## src/rtl/fwd_scoreboard_unit.sv

```systemverilog
// Forwarding scoreboard: tracks in-flight register writes over DEPTH stages and
// produces per-operand forward selects / stall. Optional stats: FWD_STALL_STATS_EN.
module fwd_scoreboard_unit #(
  parameter int unsigned REG_AW  = 5,
  parameter int unsigned NUM_SRC = 2,
  parameter int unsigned DEPTH   = 3,
  parameter int unsigned LAT_W   = 2,
  parameter int unsigned SEL_W   = $clog2(DEPTH+1)
) (
  input  logic                        clk,
  input  logic                        rst_n,
  input  logic                        id_valid,
  input  logic [NUM_SRC*REG_AW-1:0]   id_src,
  input  logic [NUM_SRC-1:0]          id_src_used,
  input  logic                        id_regwrite,
  input  logic [REG_AW-1:0]           id_dst,
  input  logic [LAT_W-1:0]            id_lat,
  input  logic                        pipe_hold,
  input  logic                        flush,
  output logic [NUM_SRC*SEL_W-1:0]    fwd_sel,
  output logic                        stall,
  output logic                        busy
`ifdef FWD_STALL_STATS_EN
  ,
  output logic [31:0]                 stall_cycles,
  output logic [31:0]                 fwd_count
`endif
);

  logic [DEPTH:1]    valid_q, valid_d;
  logic [REG_AW-1:0] dst_q [1:DEPTH];
  logic [REG_AW-1:0] dst_d [1:DEPTH];
  logic [LAT_W-1:0]  cnt_q [1:DEPTH];
  logic [LAT_W-1:0]  cnt_d [1:DEPTH];
  logic              hit_nr;

  // Lookup: the lowest matching stage is the youngest producer and shadows older ones.
  always_comb begin
    logic [REG_AW-1:0] src;
    logic              found;
    fwd_sel = '0;
    hit_nr  = 1'b0;
    src     = '0;
    found   = 1'b0;
    for (int unsigned s = 0; s < NUM_SRC; s++) begin
      src   = id_src[s*REG_AW +: REG_AW];
      found = 1'b0;
      if (id_valid && id_src_used[s] && (src != '0)) begin
        for (int unsigned k = 1; k <= DEPTH; k++) begin
          if (!found && valid_q[k] && (dst_q[k] == src)) begin
            found = 1'b1;
            if (cnt_q[k] == '0) fwd_sel[s*SEL_W +: SEL_W] = SEL_W'(k);
            else                hit_nr = 1'b1;
          end
        end
      end
    end
  end

  assign stall = hit_nr & ~flush;
  assign busy  = |valid_q;

  always_comb begin
    valid_d = valid_q;
    for (int unsigned k = 1; k <= DEPTH; k++) begin
      dst_d[k] = dst_q[k];
      cnt_d[k] = cnt_q[k];
    end
    if (!pipe_hold) begin
      for (int unsigned k = 2; k <= DEPTH; k++) begin
        valid_d[k] = valid_q[k-1];
        dst_d[k]   = dst_q[k-1];
        cnt_d[k]   = (cnt_q[k-1] == '0) ? '0 : cnt_q[k-1] - LAT_W'(1);
      end
      if (id_valid && id_regwrite && (id_dst != '0) && !stall && !flush) begin
        valid_d[1] = 1'b1;
        dst_d[1]   = id_dst;
        cnt_d[1]   = id_lat;
      end else begin
        valid_d[1] = 1'b0;
        dst_d[1]   = '0;
        cnt_d[1]   = '0;
      end
    end
  end

  always_ff @(posedge clk or negedge rst_n) begin
    if (!rst_n) begin
      valid_q <= '0;
      for (int unsigned k = 1; k <= DEPTH; k++) begin
        dst_q[k] <= '0;
        cnt_q[k] <= '0;
      end
    end else begin
      valid_q <= valid_d;
      for (int unsigned k = 1; k <= DEPTH; k++) begin
        dst_q[k] <= dst_d[k];
        cnt_q[k] <= cnt_d[k];
      end
    end
  end

`ifdef FWD_STALL_STATS_EN
  logic [31:0] stall_cycles_q, stall_cycles_d;
  logic [31:0] fwd_count_q, fwd_count_d;
  logic [32:0] fwd_sum;
  logic [31:0] nfwd;

  always_comb begin
    nfwd = '0;
    for (int unsigned s = 0; s < NUM_SRC; s++) begin
      if (fwd_sel[s*SEL_W +: SEL_W] != '0) nfwd = nfwd + 32'd1;
    end
    stall_cycles_d = stall_cycles_q;
    fwd_count_d    = fwd_count_q;
    fwd_sum        = {1'b0, fwd_count_q} + {1'b0, nfwd};
    if (stall && !pipe_hold && (stall_cycles_q != '1))
      stall_cycles_d = stall_cycles_q + 32'd1;
    if (id_valid && !stall && !pipe_hold && !flush)
      fwd_count_d = fwd_sum[32] ? '1 : fwd_sum[31:0];
  end

  always_ff @(posedge clk or negedge rst_n) begin
    if (!rst_n) begin
      stall_cycles_q <= '0;
      fwd_count_q    <= '0;
    end else begin
      stall_cycles_q <= stall_cycles_d;
      fwd_count_q    <= fwd_count_d;
    end
  end

  assign stall_cycles = stall_cycles_q;
  assign fwd_count    = fwd_count_q;
`endif

endmodule
```

## config.mk

```make
export PLATFORM = sky130hd
export DESIGN_NAME = fwd_scoreboard_unit
export DESIGN_NICKNAME = d
export VERILOG_FILES = /design/src/rtl/fwd_scoreboard_unit.sv
export SDC_FILE = /design/constraint.sdc
export NUM_CORES = 1
export LEC_CHECK = 0
export CORE_ASPECT_RATIO = 1.25
export CORE_UTILIZATION = 50
export CTS_CLUSTER_SIZE = 24
export DETAILED_ROUTE_END_ITERATION = 8
export GPL_ROUTABILITY_DRIVEN = 0
export PLACE_DENSITY = 0.81
export SYNTH_ARGS = -nofsm -noshare
export SYNTH_HDL_FRONTEND = slang
export SYNTH_SLANG_ARGS = --single-unit
```

## constraint.sdc

```tcl
create_clock -name clk -period 4.5 [get_ports clk]
set_input_delay 0.675 -clock clk [delete_from_list [all_inputs] [get_ports clk]]
set_output_delay 0.675 -clock clk [all_outputs]
set_load 0.02 [all_outputs]
```

==> results of run 1 <==
cell usage after synthesis:
cell	n
sky130_fd_sc_hd__nand2_1	14
sky130_fd_sc_hd__nand3b_1	1
sky130_fd_sc_hd__o211ai_2	2
sky130_fd_sc_hd__xor2_1	18
sky130_fd_sc_hd__a211oi_1	1
sky130_fd_sc_hd__or4_1	3
sky130_fd_sc_hd__nor2b_1	2
sky130_fd_sc_hd__a311o_1	1
sky130_fd_sc_hd__nor4_2	1
sky130_fd_sc_hd__a22o_1	1
sky130_fd_sc_hd__and2_1	1
sky130_fd_sc_hd__nor3_1	6
sky130_fd_sc_hd__o21ai_0	5
sky130_fd_sc_hd__nand2b_1	2
sky130_fd_sc_hd__a221o_1	1
sky130_fd_sc_hd__nor2_1	7
sky130_fd_sc_hd__or3_1	1
sky130_fd_sc_hd__mux2i_1	1
sky130_fd_sc_hd__mux2_2	12
sky130_fd_sc_hd__a32oi_4	1
sky130_fd_sc_hd__dfrtp_1	24
sky130_fd_sc_hd__nand3_1	4
sky130_fd_sc_hd__inv_1	1
sky130_fd_sc_hd__nor4_1	1
sky130_fd_sc_hd__a32o_1	7
sky130_fd_sc_hd__o211ai_1	1
sky130_fd_sc_hd__o21a_1	1
sky130_fd_sc_hd__a311oi_1	1
sky130_fd_sc_hd__and3_1	3
sky130_fd_sc_hd__a21oi_1	3
sky130_fd_sc_hd__clkbuf_1	3
sky130_fd_sc_hd__xnor2_1	12
per-stage QoR:
stage                     instance area [sq um]  total power, W  hold slack [ps]  std cells
after detailed placement                   1820        0.000332              498        204
after floorplan                            1480        0.000285              379        142
after CTS                                  1860        0.000447              528        208
after global placement                     1820        0.000329              489        204
after global routing                       1860        0.000465              589        208
final                                      1860        0.000442              518        208
sequential cells by signal, indices dropped and copies added, names as in the netlist:
signal   flops
valid_q      3
dst_q       15
cnt_q        6
per-layer routing:
layer	vias up	GRT usage, %	share of wire, %
li1	583	-	-
met4	0	9.72	1.0
met5	-	0	0
met3	4	2.43	4.0
met2	41	42.0	52
met1	602	31.4	43
final timing paths:
kind	cells after the start	startpoint	to	slack, ps
max in group asynchronous	1	rst_n	dst_q[5]	2900
max reg2reg	6	dst_q[14]	dst_q[14]	2500
max	8	id_src[0]	stall	720
min in group asynchronous	1	rst_n	cnt_q[5]	940
min reg2reg	2	cnt_q[0]	cnt_q[0]	520
min	2	cnt_q[0]	cnt_q[0]	520
tightest hold or removal path, delay by kind of cell, from the launching register on:
kind	cells	cell delay, ps
flip-flops	1	380
AND/OR/NAND/NOR	1	50
AO/OA/AOI/OAI	1	60
area by class of cell:
| cell class | count | area [sq um] | area share (%) |
|---|---|---|---|
| multi-input combinational | 114 | 865 | 46.6 |
| sequential | 24 | 601 | 32.4 |
| timing repair buffer | 31 | 308 | 16.6 |
| tap | 34 | 42.5 | 2.29 |
| clock buffer | 4 | 36.3 | 1.96 |
| inverter | 1 | 3.75 | 0.202 |
power groups by stage:
stage | Sequential (W) | Clock (W) | Combinational (W)
after detailed placement | 0.000242 | 0 | 0.0000907
after global placement | 0.000241 | 0 | 0.0000882
after CTS | 0.000238 | 0.000118 | 0.0000915
after floorplan | 0.000238 | 0 | 0.0000471
final | 0.000238 | 0.000113 | 0.0000917
after global routing | 0.000240 | 0.000126 | 0.0000995
cells in the final DEF, fill, tap and decap left out, types with 4 or more instances in the layout:
cell	n
sky130_fd_sc_hd__mux2_2	12
sky130_fd_sc_hd__a32o_1	7
sky130_fd_sc_hd__nand2_1	14
sky130_fd_sc_hd__nor2_1	7
sky130_fd_sc_hd__dfrtp_1	24
sky130_fd_sc_hd__xor2_1	18
sky130_fd_sc_hd__o21ai_0	5
sky130_fd_sc_hd__clkdlybuf4s50_1	30
sky130_fd_sc_hd__nor3_1	6
sky130_fd_sc_hd__xnor2_1	12
sky130_fd_sc_hd__nand3_1	4
logic make-up after synthesis:
group | synth area share, %
XOR/XNOR | 17.8
multiplexers | 9.81
buffers and inverters | 1.01
AND/OR/NAND/NOR | 15.8
AO/OA/AOI/OAI | 15.0
flip-flops | 40.6
==> results.md, run 1 <==
Placement:
- Timing analysis after detailed placement gives a worst setup slack of 729 ps.
- Buffers placed on the I/O ports in this run total 30.
- The detailed placement HPWL is 2640 um.

Yosys:
- The warning count from the yosys run is 0.
- The sequential-to-total area share from yosys stat is 40.6%.
- The register bit total from synthesis is 24.
- The synthesized instance count is 142.
- By area the synthesized netlist is led by sky130_fd_sc_hd__dfrtp_1 (41%), sky130_fd_sc_hd__xor2_1 (11%), sky130_fd_sc_hd__mux2_2 (9.1%).
- The synthesized design spends more area on one cell type than any other, namely sky130_fd_sc_hd__dfrtp_1.
- The area fraction of the dominant cell type after synthesis is 40.6%.
- When the netlist entered floorplanning its net count stood at 167.
- The average size of a mapped cell is 10.4 sq um.
- In this run the cell area of the synthesized design comes to 1480 sq um.
- Counting distinct cell types in the post-synthesis netlist gives 32.

Clocking:
- Post-CTS repair changed the size of 0 cells.
- The number of buffers added for setup after CTS is 0.
- In this run, post-CTS hold repair placed 0 buffers.
- Clock tree synthesis found a total of 24 sinks.
- Clock-pin slew was measured on the worst setup and hold paths at 130 ps.
- For the worst-skew pair, the clock arrives at the later sink with an insertion delay of 310 ps.
- The deepest clock path buffer count is 2.
- The clock tree from TritonCTS is built.
- The CTS H-tree depth is 1.
- The number of clock buffers added by TritonCTS is 3.
- The cell sitting at the root of the clock tree is a sky130_fd_sc_hd__clkbuf_4.

STA:
- For the pin with the worst max-slew slack, the measured transition is 1110 ps.
- The clock period could shrink to 3780 ps.
- The final max-slew violation count came to 0.
- The maximum clock frequency is 0.265 GHz.
- For the final routed database, the setup TNS stands at 0 ps.
- Dividing the final minimum period by the clock period gives 84.0%.
- The total of endpoints with negative setup slack in the final report is 0.
- The number of endpoints with negative hold slack in the final report was 0.
- Setup repair after global routing left no endpoint under its margin.
- Headroom to the max-slew limit came out at 26.1%.
- The worst path setup slack after routing is 720 ps.
- The maximum clock skew at final layout is 2.31 ps.

Layout:
- In the final design database the tool counted 200 nets.
- The layout cell share with drive strength beyond 1 is 12.1%.
- The signed area change from the synthesized netlist to the final layout is 25.4%.
- Cells fill 67.9% of the core in the end.
- The number of fillers in the final layout is 226.
- The number of antenna diodes in the final layout is 0.

Detailed routing:
- The count of vias placed by the detailed router is 1230.
- In the routed layout, each cell is associated on average with a via count of 5.91.
- The pre-antenna-repair detailed-routing pass consisted of 4 iterations.
- After detailed routing, the total wire length is 3440 um.
- The detail route stage leaves a number of antenna-violating nets equal to 0.
- The first routing iteration left 33 violations.
- After detailed routing, the average wire length per cell comes to 16.5 um.
- The final routed DRC violation total is 0.

Floorplan:
- The number of standard-cell rows in the floorplan is 21.
- The full die area is 3180 sq um.
- The chip height is 62.8 um.
- The initial standard-cell utilization of the core is 54.2%.
- The floorplan core area is 2730 sq um.
- The floorplan step set the die width to 50.7 um.
- 31 I/O pins were placed.

Pwr:
- The cell area power density is 238 nW/um^2.
- The relative contribution of sequential cells to total power is 53.8%.
- The net switching component of the power is 0.000119 W.
- The clock share of power is 25.5%.
- The leakage power total is 0.785 nW.
- The switching power as a share of total power is 26.9%.
- The maximum vdd ir drop is 0.188 mV.
- The fraction of power consumed by combinational cells is 20.7%.
- The cell internal power dissipation is 0.000323 W.

Critical path:
- The worst setup path is launched from an input port.
- In this design, the critical path's most frequently occurring cell is sky130_fd_sc_hd__clkdlybuf4s50_1.
- Of all nets on the critical path, the largest fanout is 9.
- The worst setup path is of the input port to primary output kind.
- The worst endpoint data arrival time is 3100 ps.
- The number of buffer and inverter instances along the worst setup path is 3.
- STA classifies the critical path endpoint as a primary output.
- The signal on the critical path passes through clkdlybuf4s50_1, xor2_1, nor3_1, a311o_1, o211ai_2, a32oi_4, inv_1, clkdlybuf4s50_1.
- The data required time at the worst endpoint is 3830 ps.
- The slowest stage cell on the critical path is sky130_fd_sc_hd__clkdlybuf4s50_1.
- The kind of cell with the highest combined delay along the critical path is buffers and inverters.
- The biggest cell delay along the critical path is 540 ps.

Min path:
- In this run the worst hold path is classified as register to register.

Global routing:
- Across every metal layer, demand over resource in global routing totals 24.6%.
- The number of antenna violations at the first check in global routing is 0.
- The via count of the first global-routing pass came to 1247.
- Entering global routing, the biggest net connects 30 pins.
- Global routing finished with a remaining overflow of 0.
- The wire length of the first global-routing pass is 5910 um.

Status:
- The run finished with clean final reports.

Job:
- The number of max-cap violations is 0.
(Power assumes the default switching activity.)
==> run 2, diff against run 1 <==
clock period = 3.6 ns   (was 4.5 ns; I/O delays follow)
==> run 2 against run 1 <==
Global-route usage decreased by 0.73 points; cell area down 0.34%; first-iteration DRC count unchanged; wire length down 1.3%; clock skew is 4.5 ps higher; sequential power up 25%; critical path depth is the same; cell count stayed put; die area did not move; critical endpoint unchanged; highest routed layer unchanged.
==> results.md, run 2 (synthesis gave the netlist of run 1 again) <==
Status:
- Result of the run: completed (unchanged).

Detailed routing:
- The wire length reported by the detailed router is 3390 um (was 3440 um).
- The post-detailed-route via-to-cell ratio was 5.94 (was 5.91).
- The per-cell routed wire length is 16.3 um (was 16.5 um).
- The detailed router's first-iteration violation count is 33 (unchanged).
- The final antenna-violating net count is 0 (unchanged).
- The final routed DRC violation total was 0 (unchanged).
- The count of vias placed by the detailed router is 1235 (was 1230).
- The total iterations of the first detailed-routing run is 6 (was 4).

STA:
- The final max-slew violation count is 0 (unchanged).
- The number of endpoints with negative hold slack in the final report is 0 (unchanged).
- The worst path setup slack after routing is 195 ps (was 720 ps).
- The clock period minus final worst setup slack is 3400 ps.
- The setup total negative slack is 0 ps (unchanged).
- The portion of the clock cycle consumed by the worst path in the final layout is 94.6%.
- Based on the critical path, the design can be clocked at up to 0.294 GHz.
- The total of endpoints with negative setup slack in the final report is 0 (unchanged).
- The maximum clock skew at final layout is 6.82 ps (was 2.31 ps).
- Unrepaired setup endpoints after global routing: false (unchanged).
- The pin slew with the least headroom to its limit is 1070 ps (was 1110 ps).
- The relative slew slack is 28.6% (was 26.1%).

Layout:
- The number of fillers in the final layout is 209 (was 226).
- The most common library cell in the layout ignoring fill and taps is sky130_fd_sc_hd__clkdlybuf4s50_1 (unchanged).
- Top Registers: dst_q: 15 flops, cnt_q: 6 flops, valid_q: 3 flops (unchanged).
- The largest register by flop count is dst_q (unchanged).
- The signed area change from the synthesized netlist to the final layout came to 24.9% (was 25.4%).
- The number of flip-flops under the largest register name is 15 (unchanged).
- Most used cells in the layout excluding fill and tap cells: sky130_fd_sc_hd__clkdlybuf4s50_1 (30), sky130_fd_sc_hd__dfrtp_1 (24), sky130_fd_sc_hd__xor2_1 (18), sky130_fd_sc_hd__nand2_1 (14) (unchanged).
- The combined flip-flop and latch cell area is 601 sq um (unchanged).
- The net count reported at finish came to 201 (was 200).
- The layout cell share with drive strength beyond 1 is 12.1% (unchanged).
- The footprint of the multi-input gates is 865 sq um (unchanged).
- The count of antenna diodes in the layout is 0 (unchanged).

Pwr:
- The maximum vdd ir drop is 0.235 mV (was 0.188 mV).
- The leakage power total was 0.782 nW (was 0.785 nW).
- The cell area power density came to 288 nW/um^2 (was 238 nW/um^2).
- The final total power was 0.000533 W (was 0.000442 W).

Global routing:
- The wire length of the first global-routing pass came to 5730 um (was 5910 um).
- The pin count of the biggest net entering global routing is 30 (unchanged).
- The via count of the first global-routing pass is 1223 (was 1247).
- The global-route usage over all layers came to 23.9% (was 24.6%).
- The total grt overflow was 0 (unchanged).
- The number of antenna violations at the first check in global routing was 0 (unchanged).

Placement:
- The pre-CTS setup slack is 209 ps (was 729 ps).
- The detailed placement HPWL is 2640 um (about the same).
- The quantity of I/O buffers inserted on ports is 30 (unchanged).

Critical path:
- The maximum fanout along the worst path is 4 (was 9).
- Cell-by-cell trace of the critical path: clkdlybuf4s50_1, xor2_1, nor3_1, a311o_1, o211ai_2, a32oi_4, inv_1, clkdlybuf4s50_1 (unchanged).
- The endpoint kind of the worst setup timing path is a primary output (unchanged).
- The worst endpoint data arrival time is 2860 ps (was 3100 ps).
- The cell repeated most along the worst path is sky130_fd_sc_hd__clkdlybuf4s50_1 (unchanged).
- The type of the setup path with the least slack is input port to primary output (unchanged).
- The startpoint kind of the worst setup timing path is an input port (unchanged).
- The slowest stage cell on the critical path is sky130_fd_sc_hd__clkdlybuf4s50_1 (unchanged).
- The biggest cell delay along the critical path is 540 ps (about the same).
- The data required time at the worst endpoint came to 3060 ps (was 3830 ps).

Floorplan:
- The full die area was 3180 sq um (unchanged).
- The number of standard-cell rows in the floorplan came to 21 (unchanged).
- The floorplan core area came to 2730 sq um (unchanged).
- The die width is 50.7 um (unchanged).
- The initial standard-cell utilization of the core came to 54.2% (unchanged).
- The number of primary I/O pins was 31 (unchanged).
- The chip height is 62.8 um (unchanged).

Clocking:
- The clock tree from TritonCTS is built (unchanged).
- The number of buffers added for setup after CTS is 0 (unchanged).
- The clock transition at the registers of the reported paths is 130 ps (about the same).
- The number of hold buffers added after CTS is 0 (unchanged).
- The number of sinks handled by clock tree synthesis is 24 (unchanged).
- The cell at the root of the clock tree is sky130_fd_sc_hd__clkbuf_4 (unchanged).
- The clock latency of the later-clocked register in the worst-skew pair is 330 ps (was 310 ps).
- The post-cts gate resize count is 0 (unchanged).
- The number of buffers added by the clock tree synthesis step is 3 (unchanged).
- The CTS H-tree depth is 1 (unchanged).
- The deepest clock path buffer count was 2 (unchanged).

Job:
- The number of max-cap violations is 0 (unchanged).

Min path:
- The class of the tightest hold or removal check is register to register (unchanged).
-- run 2: where the power goes --
part / switching, W / internal [W] / total, W
combinational: 0.0000523 / 0.0000612 / 0.000113
clock: 0.0000830 / 0.0000394 / 0.000122
sequential: 0.0000161 / 0.000281 / 0.000297
total: 0.000151 / 0.000382 / 0.000533
-- run 2: cell type report --
cell class / instances / area share (%)
flip-flops and latches: 24 / 32.5
inverters: 1 / 0.203
multi-input cells: 114 / 46.8
well taps: 34 / 2.30
repair buffers: 32 / 17.1
clock buffers: 3 / 1.22
-- run 2: worst max-delay path, delay by kind of cell --
kind                   cells  cell delay, ps
AO/OA/AOI/OAI              3             630
XOR/XNOR                   1             220
buffers and inverters      3            1130
AND/OR/NAND/NOR            1             340
-- run 2: per-layer routing --
metal | wire length (um) | vias up | GRT usage, %
met4 | 74 | 0 | 8.33
li1 | - | 581 | -
met1 | 1490 | 602 | 32.1
met3 | 154 | 10 | 2.68
met2 | 1670 | 42 | 39.3
met5 | 0 | - | 0
-- run 2: metrics by stage --
step | utilization, % | hold slack (ps) | std cells | instance area (sq um)
6_report | 67.7 | 529 | 208 | 1850
5_1_grt | 67.7 | 569 | 208 | 1850
4_1_cts | 67.7 | 531 | 208 | 1850
3_5_place_dp | 66.8 | 503 | 205 | 1830
2_1_floorplan | - | 244 | 142 | 1480
3_3_place_gp | 66.8 | 492 | 205 | 1830
-- run 2: worst paths after layout --
kind / slack, ps / from / endpoint / cells after the start
worst max-delay path: 200 / id_src[0] / stall / 8
worst min-delay path: 530 / cnt_q[0] / cnt_q[0] / 2
worst max register to register: 1560 / dst_q[14] / cnt_q[5] / 7
worst min register to register: 530 / cnt_q[0] / cnt_q[0] / 2
max in group asynchronous: 2180 / rst_n / dst_q[0] / 1
min in group asynchronous: 770 / rst_n / cnt_q[5] / 1
